--- src/rtl/fir_pkg.sv ---
// rtl/fir_pkg.sv - shared widths and output reduction for fir_filter_n
// FIR_SAT_EN selects clamping reduction instead of wrap-around.
package fir_pkg;

  localparam int DEF_TAPS = 3;

  function automatic int coef_addr_width(input int taps);
    return (taps > 1) ? $clog2(taps) : 1;
  endfunction

  localparam int DEF_COEF_ADDR_W = coef_addr_width(DEF_TAPS);

  function automatic int acc_width(input int data_w, input int coef_w, input int taps);
    return data_w + coef_w + $clog2(taps);
  endfunction

  // Result is sign-extended to 64 bits; callers keep the low out_w bits.
  function automatic logic signed [63:0] reduce_acc(input logic signed [63:0] acc,
                                                    input int out_w);
`ifdef FIR_SAT_EN
    logic signed [63:0] hi;
    logic signed [63:0] lo;
    hi = (64'sd1 <<< (out_w - 1)) - 64'sd1;
    lo = -(64'sd1 <<< (out_w - 1));
    if (acc > hi) return hi;
    if (acc < lo) return lo;
    return acc;
`else
    return (acc <<< (64 - out_w)) >>> (64 - out_w);
`endif
  endfunction

`ifdef FIR_SAT_EN
  function automatic logic sat_hit(input logic signed [63:0] acc, input int out_w);
    return (acc > ((64'sd1 <<< (out_w - 1)) - 64'sd1)) || (acc < -(64'sd1 <<< (out_w - 1)));
  endfunction
`endif

endpackage

--- src/rtl/fir_adder_tree.sv ---
// rtl/fir_adder_tree.sv - combinational signed sum of TAPS products at ACC_W
module fir_adder_tree #(
  parameter int TAPS  = 3,
  parameter int P_W   = 16,
  parameter int ACC_W = 18
) (
  input  logic [TAPS-1:0][P_W-1:0] prod,
  output logic signed [ACC_W-1:0]  sum
);

  // Each product is sign-extended before summing so the total never overflows.
  always_comb begin
    sum = '0;
    for (int k = 0; k < TAPS; k++) begin
      sum = sum + ACC_W'(signed'(prod[k]));
    end
  end

endmodule

--- src/rtl/fir_filter_n.sv ---
// rtl/fir_filter_n.sv - N-tap signed FIR, programmable coefficients, valid/ready stream
// FIR_SAT_EN: clamp results to OUT_W and report out_sat; otherwise wrap.
module fir_filter_n
  import fir_pkg::*;
#(
  parameter int TAPS   = 3,
  parameter int DATA_W = 8,
  parameter int COEF_W = 8,
  parameter int OUT_W  = 16
) (
  input  logic                                clk,
  input  logic                                rst_n,
  input  logic                                flush,
  input  logic                                coef_we,
  input  logic [coef_addr_width(TAPS)-1:0]    coef_addr,
  input  logic [COEF_W-1:0]                   coef_wdata,
  input  logic                                in_valid,
  output logic                                in_ready,
  input  logic [DATA_W-1:0]                   in_data,
  output logic                                out_valid,
  input  logic                                out_ready,
  output logic [OUT_W-1:0]                    out_data,
  output logic                                out_sat
);

  localparam int P_W   = DATA_W + COEF_W;
  localparam int ACC_W = acc_width(DATA_W, COEF_W, TAPS);

  logic signed [DATA_W-1:0] x_q [TAPS];
  logic signed [COEF_W-1:0] c_q [TAPS];
  logic [TAPS-1:0][P_W-1:0] p_q;
  logic                     v0_q;
  logic                     v1_q;
  logic                     adv;
  logic                     accept;
  logic signed [ACC_W-1:0]  acc;

  assign adv      = !out_valid || out_ready;
  assign in_ready = adv;
  assign accept   = in_valid && adv;

  // Delay line; v0_q marks a freshly shifted sample not yet multiplied.
  always_ff @(posedge clk or negedge rst_n) begin
    if (!rst_n) begin
      for (int k = 0; k < TAPS; k++) x_q[k] <= '0;
      v0_q <= 1'b0;
    end else if (flush) begin
      for (int k = 0; k < TAPS; k++) x_q[k] <= '0;
      v0_q <= 1'b0;
    end else begin
      if (accept) begin
        x_q[0] <= in_data;
        for (int k = 1; k < TAPS; k++) x_q[k] <= x_q[k-1];
      end
      if (adv) v0_q <= accept;
    end
  end

  always_ff @(posedge clk or negedge rst_n) begin
    if (!rst_n) begin
      for (int k = 0; k < TAPS; k++) c_q[k] <= '0;
    end else if (coef_we && (int'(coef_addr) < TAPS)) begin
      c_q[coef_addr] <= coef_wdata;
    end
  end

  always_ff @(posedge clk or negedge rst_n) begin
    if (!rst_n) begin
      p_q  <= '0;
      v1_q <= 1'b0;
    end else if (flush) begin
      v1_q <= 1'b0;
    end else if (adv) begin
      for (int k = 0; k < TAPS; k++) p_q[k] <= P_W'(x_q[k]) * P_W'(c_q[k]);
      v1_q <= v0_q;
    end
  end

  fir_adder_tree #(
    .TAPS  (TAPS),
    .P_W   (P_W),
    .ACC_W (ACC_W)
  ) u_adder_tree (
    .prod (p_q),
    .sum  (acc)
  );

  always_ff @(posedge clk or negedge rst_n) begin
    if (!rst_n) begin
      out_data  <= '0;
      out_valid <= 1'b0;
    end else if (flush) begin
      out_valid <= 1'b0;
    end else if (adv) begin
      out_data  <= OUT_W'(reduce_acc(64'(acc), OUT_W));
      out_valid <= v1_q;
    end
  end

`ifdef FIR_SAT_EN
  always_ff @(posedge clk or negedge rst_n) begin
    if (!rst_n) begin
      out_sat <= 1'b0;
    end else if (flush) begin
      out_sat <= 1'b0;
    end else if (adv) begin
      out_sat <= sat_hit(64'(acc), OUT_W);
    end
  end
`else
  assign out_sat = 1'b0;
`endif

endmodule

--- config.mk ---
export PLATFORM = sky130hd
export DESIGN_NAME = fir_filter_n
export DESIGN_NICKNAME = d
export VERILOG_FILES = /design/src/rtl/fir_pkg.sv /design/src/rtl/fir_adder_tree.sv /design/src/rtl/fir_filter_n.sv
export SDC_FILE = /design/constraint.sdc
export NUM_CORES = 1
export LEC_CHECK = 0
export CORE_MARGIN = 4
export CORE_UTILIZATION = 65
export CTS_CLUSTER_SIZE = 30
export DETAILED_ROUTE_END_ITERATION = 8
export PLACE_DENSITY = 0.9
export REMOVE_ABC_BUFFERS = 1
export SETUP_SLACK_MARGIN = 0.05
export SLEW_MARGIN = 40
export SYNTH_ARGS = -nofsm -noshare
export SYNTH_HDL_FRONTEND = slang
export SYNTH_SLANG_ARGS = --single-unit
--- constraint.sdc ---
create_clock -name clk -period 9.6 [get_ports clk]
set_input_delay 1.92 -clock clk [delete_from_list [all_inputs] [get_ports clk]]
set_output_delay 1.92 -clock clk [all_outputs]
set_load 0.01 [all_outputs]
==> summary.txt, run 1 <==
status - finished clean
Max-slew headroom - 51.0%
post-synth top area cell - fa_1
cells after synthesis - 1313
ant diodes - 0
# IOs - 43
worst reg-to-reg setup slack - 4900 ps
asr flop ratio synth - 100%
setup bufs post-CTS - 0
#FFs+latches synth - 115
multiplexer share of the synthesized area - 2.54%
Post-Synth XOR/XNOR Area - 3.16%
Die Y - 148 microns
sequential fraction of the synthesis area - 22.6%
Pins Over Slew Limit - 0
Worst-path clk slew - 60 ps
Die Width - 148 microns
mapped cell area - 12700 sq um
Root Driver - clkbuf_16
DRT iter0 DRCs - 709
All-Layer GR Usage - 28.0%
GRT Residual Overflow - 0
Max Clock Freq - 190 MHz
Initial Util - 67.0%
main combinational cell family by area after synthesis - adder cells
antenna violations before repair - 1
Fill cells - 1304
Arr. time, crit path - 3350 ps
hpwl dp - 22100 microns
final WL - 29100 microns
clock period minus final worst setup slack - 5270 ps
fin cells - 1608
largest net degree at the start of global routing - 90
RD Place Congestion - 0.886
first-pass GRT wire length - 48600 microns
drt drc - 0
vias in the first global route - 9833
Synth Area in Simple Gates - 14.6%
EDFF count, synth - 0
drt wl/cell - 18.1 microns
Max-Cap Viols - 0
crit end category - output port
Synth Area in Compound Gates - 10.1%
WS Path Type - input port to output port
Final Cell Area - 13900 sq um
Routed Antenna Nets - 0
drt via density - 5.81
Std-Cell Rows - 50
H-tree levels - 4
first-pass iteration count of the detailed router - 6
clk_skew - 12.4 ps
CTS tree - yes
Crit path required time - 7680 ps
period utilisation layout - 54.9%
Avg Cell Area, Syn - 9.71 sq um
clk sinks - 115
Yosys top cell area share - 28.4%
layout cells sized above 1 - 5.19%
Yosys warnings - 0
Worst-Skew Late Latency - 430 ps
adder-cell share of the synthesized area - 38.3%
startpoint types - input port
Area Overhead vs Synth - 9.36%
area post-placement - 13400 sq um
Die ar. - 21900 sq um
CP Max Fanout - 5
dpl ws - 4330 ps
Pleak - 0.00691 uW
port buffer count - 41
Post-CTS Resized - 0
Final WS setup - 4330 ps
HP Class - register to register
CTS Buffer Depth - 2
CTS Buf Count - 17
Worst VDD drop - 0.170 mV
Core Box Area - 19000 sq um
Main synth FF type - dfrtp_1
Distinct cells, synth - 53
total chip power - 2920 uW
Hold Fails Final Rpt - 0
Post-Place Cells - 1576
Synth area leaders - fa_1, dfrtp_1, ha_1
RSZ-0062 raised after global routing - no
worst-margin pin slew - 735 ps
Nets - 1641
P per Cell Area - 210 nW/um^2
vias post-DR - 9350
Hold-fix buffers, CTS - 0
Setup violations, final - 0
Fin Setup TNS - 0 ps
==> per-layer routing <==
metal	vias up	share of wire (%)	GRT usage [%]
li1	4207	-	-
met1	4675	39	35.6
met2	377	50	47.0
met3	91	7.1	5.95
met4	0	3.8	11.3
met5	-	0	0
==> cells in the mapped netlist, types with 2 or more instances <==
| master | number |
|---|---|
| nor2_1 | 17 |
| nor3b_1 | 2 |
| o211ai_1 | 6 |
| nand3_1 | 10 |
| or2_2 | 2 |
| ha_1 | 101 |
| fa_1 | 181 |
| nor4_1 | 2 |
| xnor2_1 | 31 |
| a31oi_1 | 5 |
| nand2_1 | 138 |
| nand2b_1 | 8 |
| mux2i_1 | 2 |
| nand3b_1 | 6 |
| o41ai_1 | 3 |
| mux2_2 | 27 |
| o31ai_1 | 6 |
| a21o_1 | 11 |
| clkbuf_1 | 30 |
| a21oi_1 | 28 |
| a211oi_1 | 14 |
| a2111oi_0 | 3 |
| o31a_1 | 5 |
| nor4b_1 | 3 |
| a211o_1 | 3 |
| a41oi_1 | 2 |
| buf_1 | 2 |
| nor3_1 | 15 |
| buf_2 | 9 |
| o22ai_1 | 2 |
| o21ai_0 | 48 |
| inv_1 | 249 |
| o21a_1 | 16 |
| nand4_1 | 3 |
| and2_1 | 121 |
| and3_1 | 5 |
| nor2b_1 | 24 |
| xor2_1 | 15 |
| dfrtp_1 | 115 |
| o21bai_1 | 7 |
| a22o_1 | 24 |
==> registers in the layout (all words and copies together), names as in the netlist <==
name and flops:
c_q 24, x_q 24, out_data 16, p_q 48
v0_q 1, out_valid 1, v1_q 1
==> final cells by class <==
| cell class | count | area, sq um | area share, % |
|---|---|---|---|
| flip-flops and latches | 115 | 2880 | 20.6 |
| clock buffers | 20 | 447 | 3.20 |
| inverters | 249 | 935 | 6.71 |
| multi-input cells | 907 | 8780 | 63.0 |
| well taps | 260 | 325 | 2.33 |
| repair buffers | 45 | 445 | 3.20 |
| clock inverters | 12 | 133 | 0.952 |
==> placed cells by master, fill, tap and decap left out, types with 10 or more instances in the layout <==
cell type	n
inv_1	249
fa_1	181
nand2_1	138
and2_1	120
dfrtp_1	115
ha_1	101
o21ai_0	48
clkdlybuf4s50_1	40
xnor2_1	31
mux2_2	27
a21oi_1	27
nor2b_1	24
a22o_1	24
clkbuf_16	17
nor2_1	16
o21a_1	16
xor2_1	15
nor3_1	15
a211oi_1	14
a21o_1	11
nand3_1	10
==> stage by stage <==
stage | hold slack [ps] | utilization (%)
detailed placement | 466 | 70.2
global placement | 460 | 70.2
CTS | 479 | 73.3
global route | 500 | 73.3
floorplan | 466 | -
finish | 471 | 73.3
==> worst max-delay path, stage by stage <==
cell,delay [ps]
clkdlybuf4s50_1,410
nor2b_1,300
inv_1,200
clkdlybuf4s50_1,520
==> worst paths after layout <==
kind                                           from                        to  cells after the start
max                                       out_ready                  in_ready                      4
min                        out_data[11]$_DFFE_PN0P_  out_data[11]$_DFFE_PN0P_                      2
max reg2reg                     c_q[10]$_DFFE_PN0P_       p_q[29]$_DFFE_PN0P_                     15
min reg2reg                out_data[11]$_DFFE_PN0P_  out_data[11]$_DFFE_PN0P_                      2
max in group asynchronous                     rst_n       x_q[17]$_DFFE_PN0P_                      2
min in group asynchronous                     rst_n   out_data[7]$_DFFE_PN0P_                      1
==> cell families (layout without fill, tap and decap cells) <==
logic type | after synthesis | count (layout)
flops | 115 | 115
fa+ha+maj | 282 | 282
xor+xnor | 46 | 46
other cells | 1 | 1
buf+inv | 291 | 326
mux | 29 | 29
compound gates | 189 | 189
simple gates | 360 | 360
==> power by group <==
part | switching [uW] | internal, uW | leakage (uW)
Combinational | 843 | 682 | 0.00517
Clock | 238 | 388 | 0.000276
Sequential | 165 | 605 | 0.00146
Total | 1250 | 1680 | 0.00691
Note: power is estimated with default switching activity, not from simulation.
==> run 2: changes to the inputs <==
--- a/config.mk
+++ b/config.mk
@@ -6,10 +6,10 @@
 export NUM_CORES = 1
 export LEC_CHECK = 0
 export CORE_MARGIN = 4
-export CORE_UTILIZATION = 65
+export CORE_UTILIZATION = 58
 export CTS_CLUSTER_SIZE = 30
 export DETAILED_ROUTE_END_ITERATION = 8
-export PLACE_DENSITY = 0.9
+export PLACE_DENSITY = 0.85
 export REMOVE_ABC_BUFFERS = 1
 export SETUP_SLACK_MARGIN = 0.05
 export SLEW_MARGIN = 40
==> constraint.sdc (replaced) <==
create_clock -name clk -period 4.55 [get_ports clk]
set_input_delay 0.91 -clock clk [delete_from_list [all_inputs] [get_ports clk]]
set_output_delay 0.91 -clock clk [all_outputs]
set_load 0.01 [all_outputs]
==> run 2 against run 1 <==
Effect of this change:
- largest cell class unchanged
- sequential power is 110% higher
- combinational power is 130% higher
- cell area is 5.5% higher
- wire length is 9.4% higher
- critical path type is now register to register
==> summary.txt, run 2 (synthesized netlist as in run 1, its figures left out) <==
worst-margin pin slew - 910 ps (was 735 ps)
Core Box Area - 21300 sq um (was 19000 sq um)
worst r2r src - x_q[15]$_DFFE_PN0P_ (was c_q[10]$_DFFE_PN0P_)
clk sinks - 115 (unchanged)
Worst R2R End - p_q[30]$_DFFE_PN0P_ (was p_q[29]$_DFFE_PN0P_)
All-Layer GR Usage - 26.1% (was 28.0%)
Max Clock Freq - 221 MHz
vias post-DR - 9726 (was 9350)
Max-Cap Viols - 0 (unchanged)
clk_skew - 12.1 ps (was 12.4 ps)
antenna violations before repair - 1 (unchanged)
CP Max Fanout - 5 (unchanged)
fin cells - 1683 (was 1608)
Worst VDD drop - 0.329 mV (was 0.170 mV)
commonest non-fill, non-tap cells in the layout - inv_1, fa_1, nand2_1, and2_1 (was inv_1, fa_1, nand2_1, and2_1, dfrtp_1)
Arr. time, crit path - 4850 ps (was 3350 ps)
startpoint types - register (was input port)
Worst Hold Launch - out_data[2]$_DFFE_PN0P_ (was out_data[11]$_DFFE_PN0P_)
Root Driver - clkbuf_16 (unchanged)
drt via density - 5.78 (was 5.81)
RD Place Congestion - 0.927 (was 0.886)
largest registers - p_q (48), c_q (24), x_q (24) (unchanged)
worst hold slack - 477 ps (was 471 ps)
drt drc - 0 (unchanged)
Worst R2R Path Depth - 16 (was 15)
Worst-path clk slew - 70 ps (was 60 ps)
Crit path required time - 4870 ps (was 7680 ps)
DRT iter0 DRCs - 816 (was 709)
HP Class - register to register (unchanged)
max reg flops - 48 (unchanged)
Die Width - 156 microns (was 148 microns)
Post-Place Cells - 1620 (was 1576)
Most flops, register - p_q (unchanged)
met2 Usage GRT - 43.9% (was 47.0%)
H-tree levels - 4 (unchanged)
Hold Fails Final Rpt - 0 (unchanged)
Pins Over Slew Limit - 0 (unchanged)
gr busiest metal - met2 (unchanged)
worst reg-to-reg setup slack - 20 ps (was 4900 ps)
status - finished clean (unchanged)
Routed Antenna Nets - 0 (unchanged)
Max-slew headroom - 39.0% (was 51.0%)
Std-Cell Rows - 53 (was 50)
clock period minus final worst setup slack - 4530 ps
port buffer count - 41 (unchanged)
Die ar. - 24400 sq um (was 21900 sq um)
Nets - 1701 (was 1641)
GR Util met1 - 33.7% (was 35.6%)
commonest non-fill, non-tap cell in the layout - inv_1 (unchanged)
Final Cell Area - 14700 sq um (was 13900 sq um)
first-pass GRT wire length - 50200 microns (was 48600 microns)
drt wl/cell - 18.9 microns (was 18.1 microns)
WHS Endpoint - out_data[2]$_DFFE_PN0P_ (was out_data[11]$_DFFE_PN0P_)
CTS tree - yes (unchanged)
CTS Buf Count - 17 (unchanged)
cell depth of the worst hold path - 2 (unchanged)
P per Cell Area - 445 nW/um^2 (was 210 nW/um^2)
hpwl dp - 23300 microns (was 22100 microns)
Worst-Skew Late Latency - 440 ps (was 430 ps)
global routing usage on met3 - 3.98% (was 5.95%)
layout cells sized above 1 - 14.7% (was 5.19%)
vias in the first global route - 10.0k (was 9833)
final WL - 31800 microns (was 29100 microns)
largest net degree at the start of global routing - 79 (was 90)
CTS Buffer Depth - 2 (unchanged)
Hold-fix buffers, CTS - 0 (unchanged)
crit end category - register (was output port)
Area Overhead vs Synth - 15.4% (was 9.36%)
area post-placement - 13600 sq um (was 13400 sq um)
WS Path Type - register to register (was input port to output port)
ant diodes - 0 (unchanged)
RSZ-0062 raised after global routing - yes (was no)
Initial Util - 59.9% (was 67.0%)
Setup violations, final - 0 (unchanged)
period utilisation layout - 99.6%
Pleak - 0.00721 uW (was 0.00691 uW)
first-pass iteration count of the detailed router - 6 (unchanged)
GRT Residual Overflow - 0 (unchanged)
# IOs - 43 (unchanged)
Die Y - 156 microns (was 148 microns)
==> run 2: cell count changes in the layout (fill, tap and decap cells not counted), moves of 11 or more <==
cell	previous run	this run
dfrtp_2	0	28
ha_1	101	87
dfrtp_1	115	87
ha_4	0	11
buf_4	3	61
==> run 2: through the flow <==
stage | total power [uW] | setup slack (ps) | utilization, % | TNS (ps)
after global placement | 4680 | 40.8 | 63.8 | 0
after global routing | 7050 | -113 | 69.1 | -186
after detailed placement | 4840 | -25.9 | 63.8 | -25.9
after floorplan | 3880 | 229 | - | 0
after CTS | 6270 | 50.9 | 66.7 | 0
final | 6550 | 18.2 | 69.1 | 0
==> run 2: layout make-up <==
class	instances	area [sq um]
Timing Repair Buffer	105	905
Fill cell	1442	6580
Sequential cell	115	2910
Multi-Input combinational cell	907	9010
Clock buffer	17	425
Tap cell	275	344
Clock inverter	15	168
Inverter	249	935
==> run 2: power breakdown <==
part | total (uW) | switching, uW | internal, uW
combinational | 3560 | 1940 | 1620
sequential | 1600 | 314 | 1280
clock | 1390 | 571 | 819
==> run 2: routing by layer <==
metal | up-vias | share of wire, %
met5 | - | 0
met4 | 0 | 4.7
met3 | 128 | 7.4
met2 | 413 | 49
met1 | 4857 | 38
li1 | 4328 | -
==> run 2: repair_timing <==
action	4_1_cts	5_1_grt
gates resized for setup	2	85
setup buffers	0	31
pin swaps	0	19
endpoints found under the setup margin	2	14
==> run 2: how the worst max path moves through the flow <==
stage / start / to / slack, ps / cells past startpoint
detailed placement: c_q[2]$_DFFE_PN0P_ / p_q[47]$_DFFE_PN0P_ / -30 / 15
finish: x_q[15]$_DFFE_PN0P_ / p_q[30]$_DFFE_PN0P_ / 20 / 16
global route: x_q[15]$_DFFE_PN0P_ / p_q[30]$_DFFE_PN0P_ / -110 / 16
floorplan: x_q[21]$_DFFE_PN0P_ / p_q[14]$_DFFE_PN0P_ / 230 / 16
CTS: c_q[10]$_DFFE_PN0P_ / p_q[28]$_DFFE_PN0P_ / 50 / 16
global placement: c_q[2]$_DFFE_PN0P_ / p_q[47]$_DFFE_PN0P_ / 40 / 15
==> run 2: critical path, cell delays in order (launching register included) <==
cell	delay, ps
dfrtp_2	430
and2_1	200
fa_1	490
inv_1	60
fa_1	500
inv_1	50
fa_1	520
inv_1	50
fa_1	500
inv_2	50
ha_4	240
o21a_1	180
o31a_1	140
o31a_1	350
o211ai_1	330
a2111oi_2	120
nand3b_1	200
